==> src/rtl/io_switch_array.sv <==
// io_switch_array: configurable I/O switch between the CLB core and N_PADS pads.
// Each pad drives one of CORE_PER_PAD core outputs, selected by its configuration
// field, and has its own output enable. Pad inputs fan back into the core.
// Configuration is shifted serially into a shadow chain. It is copied to the
// active set only when a load has exactly CFG_W bits.
//
// Optional feature:
//   IOSW_SYNC_EN  when defined, the pad inputs pass through a 2-flop synchroniser
//                 before fanout (2-cycle latency). Otherwise in_s = in (comb).
//
// Ports:
//   clb_clk    clock for the programming and data paths
//   rst        asynchronous active-low reset
//   prog_en    shift enable for the configuration chain
//   prog_in    serial configuration data
//   prog_out   chain output (shadow[0])
//   core_out   core outputs, CORE_PER_PAD per pad
//   in         pad inputs
//   core_in    pad inputs replicated CORE_PER_PAD times per pad
//   out        registered pad outputs
//   pad_oe     registered pad output enables
//   cfg_valid  an active configuration has been committed
//   cfg_err    last load had the wrong bit count
//   cfg_done   one-cycle pulse after each commit attempt
module io_switch_array #(
    parameter int unsigned  N_PADS       = 8,
    parameter int unsigned  CORE_PER_PAD = 4,
    localparam int unsigned SEL_W        = $clog2(CORE_PER_PAD),
    localparam int unsigned CFG_W        = N_PADS * (SEL_W + 1)
) (
    input  logic                             clb_clk,
    input  logic                             rst,
    input  logic                             prog_en,
    input  logic                             prog_in,
    output logic                             prog_out,
    input  logic [N_PADS*CORE_PER_PAD-1:0]   core_out,
    input  logic [N_PADS-1:0]                in,
    output logic [N_PADS*CORE_PER_PAD-1:0]   core_in,
    output logic [N_PADS-1:0]                out,
    output logic [N_PADS-1:0]                pad_oe,
    output logic                             cfg_valid,
    output logic                             cfg_err,
    output logic                             cfg_done
);

    localparam int unsigned FIELD_W = SEL_W + 1;
    // Counter must reach CFG_W+1 so that over-long loads stay distinguishable.
    localparam int unsigned CNT_W   = $clog2(CFG_W + 2);
    localparam logic [CNT_W-1:0] CNT_FULL = CNT_W'(CFG_W);
    localparam logic [CNT_W-1:0] CNT_SAT  = CNT_W'(CFG_W + 1);

    typedef enum logic [1:0] {
        IDLE   = 2'd0,
        SHIFT  = 2'd1,
        COMMIT = 2'd2
    } state_e;

    state_e             state_q, state_d;
    logic [CFG_W-1:0]   shadow_q, shadow_d;
    logic [CFG_W-1:0]   active_q, active_d;
    logic [CNT_W-1:0]   count_q, count_d;
    logic               cfg_valid_q, cfg_valid_d;
    logic               cfg_err_q, cfg_err_d;
    logic               cfg_done_q, cfg_done_d;
    logic [N_PADS-1:0]  out_q, out_d;
    logic [N_PADS-1:0]  pad_oe_q, pad_oe_d;

    logic [N_PADS-1:0]  in_s;
    logic [N_PADS-1:0]  oe_a;
    logic [N_PADS-1:0]  data_a;
    logic               pads_live;

    // Input synchroniser or direct pass-through.
`ifdef IOSW_SYNC_EN
    logic [N_PADS-1:0] sync1_q, sync2_q;

    always_ff @(posedge clb_clk or negedge rst) begin
        if (!rst) begin
            sync1_q <= '0;
            sync2_q <= '0;
        end else begin
            sync1_q <= in;
            sync2_q <= sync1_q;
        end
    end

    assign in_s = sync2_q;
`else
    assign in_s = in;
`endif

    // Per-pad decode of the active configuration and input fanout.
    for (genvar p = 0; p < int'(N_PADS); p++) begin : g_pad
        logic [SEL_W-1:0]        sel;
        logic [CORE_PER_PAD-1:0] slice;

        assign oe_a[p]  = active_q[CFG_W-1-p*FIELD_W];
        assign sel      = active_q[CFG_W-2-p*FIELD_W -: SEL_W];
        assign slice    = core_out[p*CORE_PER_PAD +: CORE_PER_PAD];
        assign data_a[p] = slice[sel];
        assign core_in[p*CORE_PER_PAD +: CORE_PER_PAD] = {CORE_PER_PAD{in_s[p]}};
    end

    // State and datapath registers.
    always_ff @(posedge clb_clk or negedge rst) begin
        if (!rst) begin
            state_q     <= IDLE;
            shadow_q    <= '0;
            active_q    <= '0;
            count_q     <= '0;
            cfg_valid_q <= 1'b0;
            cfg_err_q   <= 1'b0;
            cfg_done_q  <= 1'b0;
            out_q       <= '0;
            pad_oe_q    <= '0;
        end else begin
            state_q     <= state_d;
            shadow_q    <= shadow_d;
            active_q    <= active_d;
            count_q     <= count_d;
            cfg_valid_q <= cfg_valid_d;
            cfg_err_q   <= cfg_err_d;
            cfg_done_q  <= cfg_done_d;
            out_q       <= out_d;
            pad_oe_q    <= pad_oe_d;
        end
    end

    // Programming FSM: shift, count, then one commit cycle.
    always_comb begin
        state_d     = state_q;
        shadow_d    = shadow_q;
        active_d    = active_q;
        count_d     = count_q;
        cfg_valid_d = cfg_valid_q;
        cfg_err_d   = cfg_err_q;
        cfg_done_d  = 1'b0;

        unique case (state_q)
            IDLE: begin
                if (prog_en) begin
                    shadow_d = {prog_in, shadow_q[CFG_W-1:1]};
                    count_d  = CNT_W'(1);
                    state_d  = SHIFT;
                end
            end
            SHIFT: begin
                if (prog_en) begin
                    shadow_d = {prog_in, shadow_q[CFG_W-1:1]};
                    if (count_q != CNT_SAT) begin
                        count_d = count_q + CNT_W'(1);
                    end
                end else begin
                    state_d = COMMIT;
                end
            end
            COMMIT: begin
                // prog_en is ignored here; a new load begins from IDLE.
                if (count_q == CNT_FULL) begin
                    active_d    = shadow_q;
                    cfg_valid_d = 1'b1;
                    cfg_err_d   = 1'b0;
                end else begin
                    cfg_err_d   = 1'b1;
                end
                cfg_done_d = 1'b1;
                state_d    = IDLE;
            end
            default: begin
                state_d = IDLE;
            end
        endcase
    end

    // Pads are driven only while idle, not programming, and configured.
    always_comb begin
        pads_live = (state_q == IDLE) && !prog_en && cfg_valid_q;
        out_d     = '0;
        pad_oe_d  = '0;
        if (pads_live) begin
            out_d    = oe_a & data_a;
            pad_oe_d = oe_a;
        end
    end

    assign prog_out  = shadow_q[0];
    assign out       = out_q;
    assign pad_oe    = pad_oe_q;
    assign cfg_valid = cfg_valid_q;
    assign cfg_err   = cfg_err_q;
    assign cfg_done  = cfg_done_q;

endmodule

==> config.mk <==
export PLATFORM = sky130hd
export DESIGN_NAME = io_switch_array
export DESIGN_NICKNAME = d
export VERILOG_FILES = /design/src/rtl/io_switch_array.sv
export SDC_FILE = /design/constraint.sdc
export NUM_CORES = 1
export LEC_CHECK = 0
export ABC_AREA = 1
export CAP_MARGIN = 20
export CORE_ASPECT_RATIO = 1.1
export CORE_MARGIN = 3
export CORE_UTILIZATION = 48
export DETAILED_ROUTE_END_ITERATION = 10
export PLACE_DENSITY = 0.8
export SYNTH_ARGS = -nofsm -noshare
export SYNTH_HDL_FRONTEND = slang
export SYNTH_SLANG_ARGS = --single-unit
==> constraint.sdc <==
create_clock -name clb_clk -period 1.8 [get_ports clb_clk]
set_input_delay 0.27 -clock clb_clk [delete_from_list [all_inputs] [get_ports clb_clk]]
set_output_delay 0.27 -clock clb_clk [all_outputs]
set_load 0.01 [all_outputs]
==> run summary, run 1 <==
Leakage: 2.001 nW
Synth unique cells: 21
Commonest non-fill, non-tap cells in the layout: 124 x nand2_1, 74 x dfrtp_1, 54 x clkdlybuf4s50_1
Status: completed
Vias per cell: 4.818
Standard-cell row count: 31
Slew Limit Headroom: 74.46%
Largest net degree at the start of global routing: 47
Die area: 8207 µm²
Residual DRC: 0
Max Fanout on Critical Path: 33
Met1 usage: 19.83%
Die height: 94.72 µm
Achievable Freq: 644.5 MHz
Overflow after GRT: 0
Post-synthesis sequential area ratio: 53.92%
Critical path's largest stage delay: 0.44 ns
Synth Warn #: 0
Synthesized instance count: 392
Max_cap viols: 0
Detail Route Antenna Nets: 0
Total number of vias: 2457
Cell at the slowest stage of the critical path: dfrtp_1
Clk root buf: clkbuf_8
P&R area growth vs syn: 18.07%
DRT Wirelength: 6114 µm
Fraction of layout cells with a size suffix above 1: 12.15%
Total negative setup slack: 0 ns
Slew Viols, Final: 0
Die width: 86.65 µm
First DRT Iteration DRCs: 126
Clk sinks: 74
Post-synth top area share: 53.92%
Cells after DPL: 493
Met3 Usage GRT: 4.188%
Fin crit period: 1.552 ns
Hold Vio Cnt, Final: 0
Yosys top cell by area: dfrtp_1
Vias in the first global route: 2480
Kind of critical path: reg -> reg
Commonest non-fill, non-tap cell in the layout: nand2_1
Fin cells: 510
H-tree depth: 3
Antenna diodes: 0
Crit end category: flip-flop
Initial antenna violation count: 0
TritonCTS clock tree: built
RSZ-0062 raised after global routing: false
Mean routed wirelength per cell: 11.99 µm
Crit path top cell by count: nand2_1
Post-Route Utilization: 60.09%
Clk Latency, worst-skew pair: 0.33 ns
CTS max path bufs: 2
Endpoints failing setup: 0
Routability cong.: 0.7646
Final nets: 470
Critical Path RT: 2.02 ns
CTS Buf Count: 9
Min-Delay Path Class: in -> async
Clock skew: 0.006603 ns
Period utilization: 86.20%
M2 GR Usage: 28.70%
Pre-CTS setup slack: 0.2455 ns
Global-route wire length before repair: 10660 µm
Total track usage: 16.52%
Mean Syn Cell Area: 8.762 µm²
I/O pin count: 96
Router iterations before antenna repair: 4
Most crowded layer after global routing: met2
Clk pin slew, worst setup/hold paths: 0.07 ns
Worst slew pin tran: 0.3831 ns
Crit path arrival time: 1.77 ns
Final WS setup: 0.2484 ns
Worst setup SP type: flip-flop
Synthesized area: 3435 µm²
Critical Path, Cell by Cell: inv_1, ha_1, nand2_1, nor2_2, nand2_4, buf_12, nand2_1, o21ai_2
DPL Wire Length: 4363 µm
CORE AREA: 6749 µm²
Synth area leaders: dfrtp_1 54%, nand2_1 14%, buf_4 7.4%
Port bufs: 55
VDD IR max: 0.4666 mV
Flops & latches, synth: 74
Net Count, Synth: 439
Power per cell area: 912.7 nW/µm²
Initial Utilization: 50.89%
[metrics by stage]
stage | hold WS [ns] | power, W | area (µm²)
detailed placement | 0.2210 | 0.002383 | 3835
global route | 0.4178 | 0.003909 | 4055
floorplan | -0.02559 | 0.002245 | 3435
CTS | 0.3984 | 0.003742 | 4055
finish | 0.3976 | 0.003701 | 4055
global placement | 0.2214 | 0.002356 | 3835
[cells in the mapped netlist]
cell      instances
o21ai_0          24
buf_6             4
nand3_1          13
nor2_1           24
ha_1              3
nor2_2            1
buf_2             1
clkbuf_1          2
o21ai_2          19
o21bai_1          1
nor2_4            1
nand3_2           1
nand2_1         124
nand2_4           1
nand4_1           2
dfrtp_1          74
buf_4            34
inv_2             1
or2_2             8
inv_1            46
a21oi_1           8
[logic make-up (layout without fill, tap and decap cells)]
family / after synthesis / in the layout / share of synthesized area [%]
buffers and inverters: 88 / 124 / 14.24
AOI/OAI and AO/OA: 52 / 52 / 9.727
DFF: 74 / 74 / 53.92
adders and majority gates: 3 / 3 / 1.093
and+or+nand+nor: 175 / 175 / 21.02
[state kept, by name, indices dropped and copies added, names as in the netlist]
| register | count |
|---|---|
| count_q | 5 |
| active_q | 24 |
| cfg_done | 1 |
| cfg_valid | 1 |
| state_q | 2 |
| cfg_err | 1 |
| shadow_q | 24 |
| pad_oe | 8 |
| out | 8 |
[area by class of cell]
| class | instances | area [µm²] |
|---|---|---|
| clock buffer | 11 | 131.4 |
| multi-input combinational | 230 | 1094 |
| inverter | 47 | 176.4 |
| sequential | 74 | 1852 |
| clock inverter | 5 | 78.83 |
| timing repair buffer | 61 | 620.6 |
| tap | 82 | 102.6 |
| fill | 576 | 2694 |
[worst paths after layout]
path / from / end / slack (ns) / cells past startpoint
setup / recovery: count_q[0] / active_q[9] / 0.25 / 8
hold / removal: rst / pad_oe[6] / 0.40 / 2
setup reg to reg: count_q[0] / active_q[9] / 0.25 / 8
hold reg to reg: shadow_q[12] / shadow_q[12] / 0.49 / 2
max in group asynchronous: rst / shadow_q[18] / 0.84 / 3
min in group clb_clk: prog_in / shadow_q[23] / 0.49 / 3
[timing repair]
item,in CTS,in global routing
buffers inserted,0,0
endpoints found under the hold margin,28,0
resized for setup,0,0
hold buffers,1,0
[power breakdown]
part | total (W) | internal [W] | switching (W)
clock | 0.00135 | 0.000779 | 0.000572
sequential | 0.00191 | 0.00181 | 0.0000992
combinational | 0.000445 | 0.000187 | 0.000257
total | 0.00370 | 0.00277 | 0.000928
[per-layer routing]
| metal | wire, µm | up-vias | part of all wire (%) |
|---|---|---|---|
| met2 | 3101 | 49 | 51 |
| li1 | - | 1240 | - |
| met3 | 273 | 9 | 4.5 |
| met4 | 77 | 0 | 1.3 |
| met1 | 2662 | 1159 | 44 |
| met5 | 0 | - | 0 |
[critical path: cells and delay by family, from the launching register on]
family	cells	cell delay (ns)
simple gates	4	0.47
buf+inv	2	0.32
fa+ha+maj	1	0.15
compound gates	1	0.06
flops	1	0.44
(Power assumes the default switching activity.)
==> inputs of run 2 (changes only) <==
--- a/config.mk
+++ b/config.mk
@@ -7,11 +7,13 @@
 export LEC_CHECK = 0
 export ABC_AREA = 1
 export CAP_MARGIN = 20
+export CELL_PAD_IN_SITES_DETAIL_PLACEMENT = 2
+export CELL_PAD_IN_SITES_GLOBAL_PLACEMENT = 2
 export CORE_ASPECT_RATIO = 1.1
 export CORE_MARGIN = 3
-export CORE_UTILIZATION = 48
+export CORE_UTILIZATION = 28
 export DETAILED_ROUTE_END_ITERATION = 10
-export PLACE_DENSITY = 0.8
+export PLACE_DENSITY_LB_ADDON = 0.1
 export SYNTH_ARGS = -nofsm -noshare
 export SYNTH_HDL_FRONTEND = slang
 export SYNTH_SLANG_ARGS = --single-unit
==> run 2 against run 1 <==
Net effect: core utilization shrank 24 points; critical endpoint is now prog_out; clock skew shrank 0.00061 ns; clock power grew 22%; sequential share of layout area shrank 1.8 points; register-to-register slack gained 0.05 ns; global-route usage shrank 3.8 points.
==> run summary, run 2 (synthesis gave the netlist of run 1 again) <==
Worst Setup SP: shadow_q[0]
Die area: 13630 µm²
Period utilization: 85.45%
Cell at the slowest stage of the critical path: clkdlybuf4s50_1
RSZ-0062 raised after global routing: false
I/O pin count: 96
Achievable Freq: 650.1 MHz
Die height: 122.2 µm
Final WS setup: 0.2618 ns
Initial Utilization: 29.24%
Capturing point of the worst reg2reg path: active_q[1]
Router iterations before antenna repair: 4
Clock skew: 0.005994 ns
Detail Route Antenna Nets: 0
Clk root buf: clkbuf_16
# resized after CTS: 0
Mean routed wirelength per cell: 14.17 µm
Clk sinks: 74
DRT Wirelength: 8219 µm
Clk Latency, worst-skew pair: 0.32 ns
CORE AREA: 11750 µm²
Fin cells: 580
Global-route wire length before repair: 13970 µm
Kind of critical path: reg -> out
H-tree depth: 3
Pre-CTS setup slack: 0.2616 ns
Commonest non-fill, non-tap cell in the layout: nand2_1
Overflow after GRT: 0
Biggest regs: active_q (24), shadow_q (24)
Setup bufs post-CTS: 0
VDD IR max: 0.4076 mV
Final nets: 473
Max_cap viols: 0
Post-Route Utilization: 35.96%
Worst setup path end: prog_out
Antenna diodes: 0
Fin crit period: 1.538 ns
Hold Slack: 0.4332 ns
Total number of vias: 2542
Worst R2R Start: count_q[0]
Critical Path, Cell by Cell: clkdlybuf4s50_1
CTS max path bufs: 2
Vias in the first global route: 2883
Fraction of layout cells with a size suffix above 1: 12.79%
Routability cong.: 0.7367
Port bufs: 55
Initial antenna violation count: 0
TritonCTS clock tree: built
Leakage: 2.046 nW
Reg2Reg Setup Slack: 0.30 ns
Slew Limit Headroom: 70.97%
DPL Wire Length: 6158 µm
Power per cell area: 954.4 nW/µm²
Largest net degree at the start of global routing: 40
Worst path buffer plus inverter count: 1
Slew Viols, Final: 0
First DRT Iteration DRCs: 70
Die width: 111.6 µm
Crit path arrival time: 1.27 ns
Min-Delay Path Class: in -> async
Crit end category: output pin
Clk pin slew, worst setup/hold paths: 0.06 ns
Residual DRC: 0
Vias per cell: 4.383
WP depth: 1
R2R cell count: 8
Status: completed
Critical Path RT: 1.53 ns
P&R area growth vs syn: 22.99%
Worst setup SP type: flip-flop
CTS Buf Count: 9
Total track usage: 12.76%
Worst slew pin tran: 0.4355 ns
Commonest non-fill, non-tap cells in the layout: 124 x nand2_1, 74 x dfrtp_1, 54 x clkdlybuf4s50_1
Hold Vio Cnt, Final: 0
Max Fanout on Critical Path: 3
Cells after DPL: 564
Critical path's largest stage delay: 0.56 ns
Critical path's top delay family: buffers and inverters
Standard-cell row count: 41
Endpoints failing setup: 0
Total negative setup slack: 0 ns
[run 2: cell types whose count changed in the layout (fill, tap and decap cells not counted)]
cell / before / now
buf_4: 4 / 7
clkbuf_1: 2 / 1
clkinv_2: 2 / 3
clkbuf_8: 9 / 2
clkinv_4: 1 / 0
bufinv_16: 2 / 0
clkbuf_16: 0 / 9
[run 2: final cells by class]
type                       instances  area, µm²
multi-input combinational        230       1094
clock inverter                     3      15.01
inverter                          47      176.4
sequential                        74       1852
fill                            1306       7523
clock buffer                      12      256.5
timing repair buffer              64      643.1
tap                              150      187.7
[run 2: repair_timing]
item,in CTS,in global routing
hold buffers,1,0
setup endpoints to repair,0,0
hold endpoints to repair,29,0
[run 2: power breakdown]
part           internal [W]  leakage, nW  total (W)  switching [W]
logic              0.000191        0.902   0.000465       0.000274
registers           0.00181         1.01    0.00192       0.000109
clock network      0.000994        0.138    0.00165       0.000654
[run 2: worst min path at each step]
stage	slack [ns]	startpoint	to
after floorplan	-0.03	rst	active_q[0]
after detailed placement	0.25	rst	pad_oe[6]
after global placement	0.25	rst	out[6]
after CTS	0.45	rst	pad_oe[6]
final	0.43	rst	pad_oe[6]
after global routing	0.47	rst	cfg_done
[run 2: layer usage]
layer / track usage, % / vias to the layer above / share of wire, %
met5: 0 / - / 0
li1: - / 1234 / -
met3: 2.484 / 5 / 2.8
met1: 15.23 / 1266 / 43
met4: 4.335 / 0 / 0.85
met2: 23.04 / 37 / 53
[run 2: per-stage QoR]
step                      area (µm²)  power [W]
final                           4224   0.004032
after detailed placement        3943   0.002431
after CTS                       4224   0.004106
after floorplan                 3435   0.002245
after global placement          3943   0.002404
after global routing            4224   0.004264
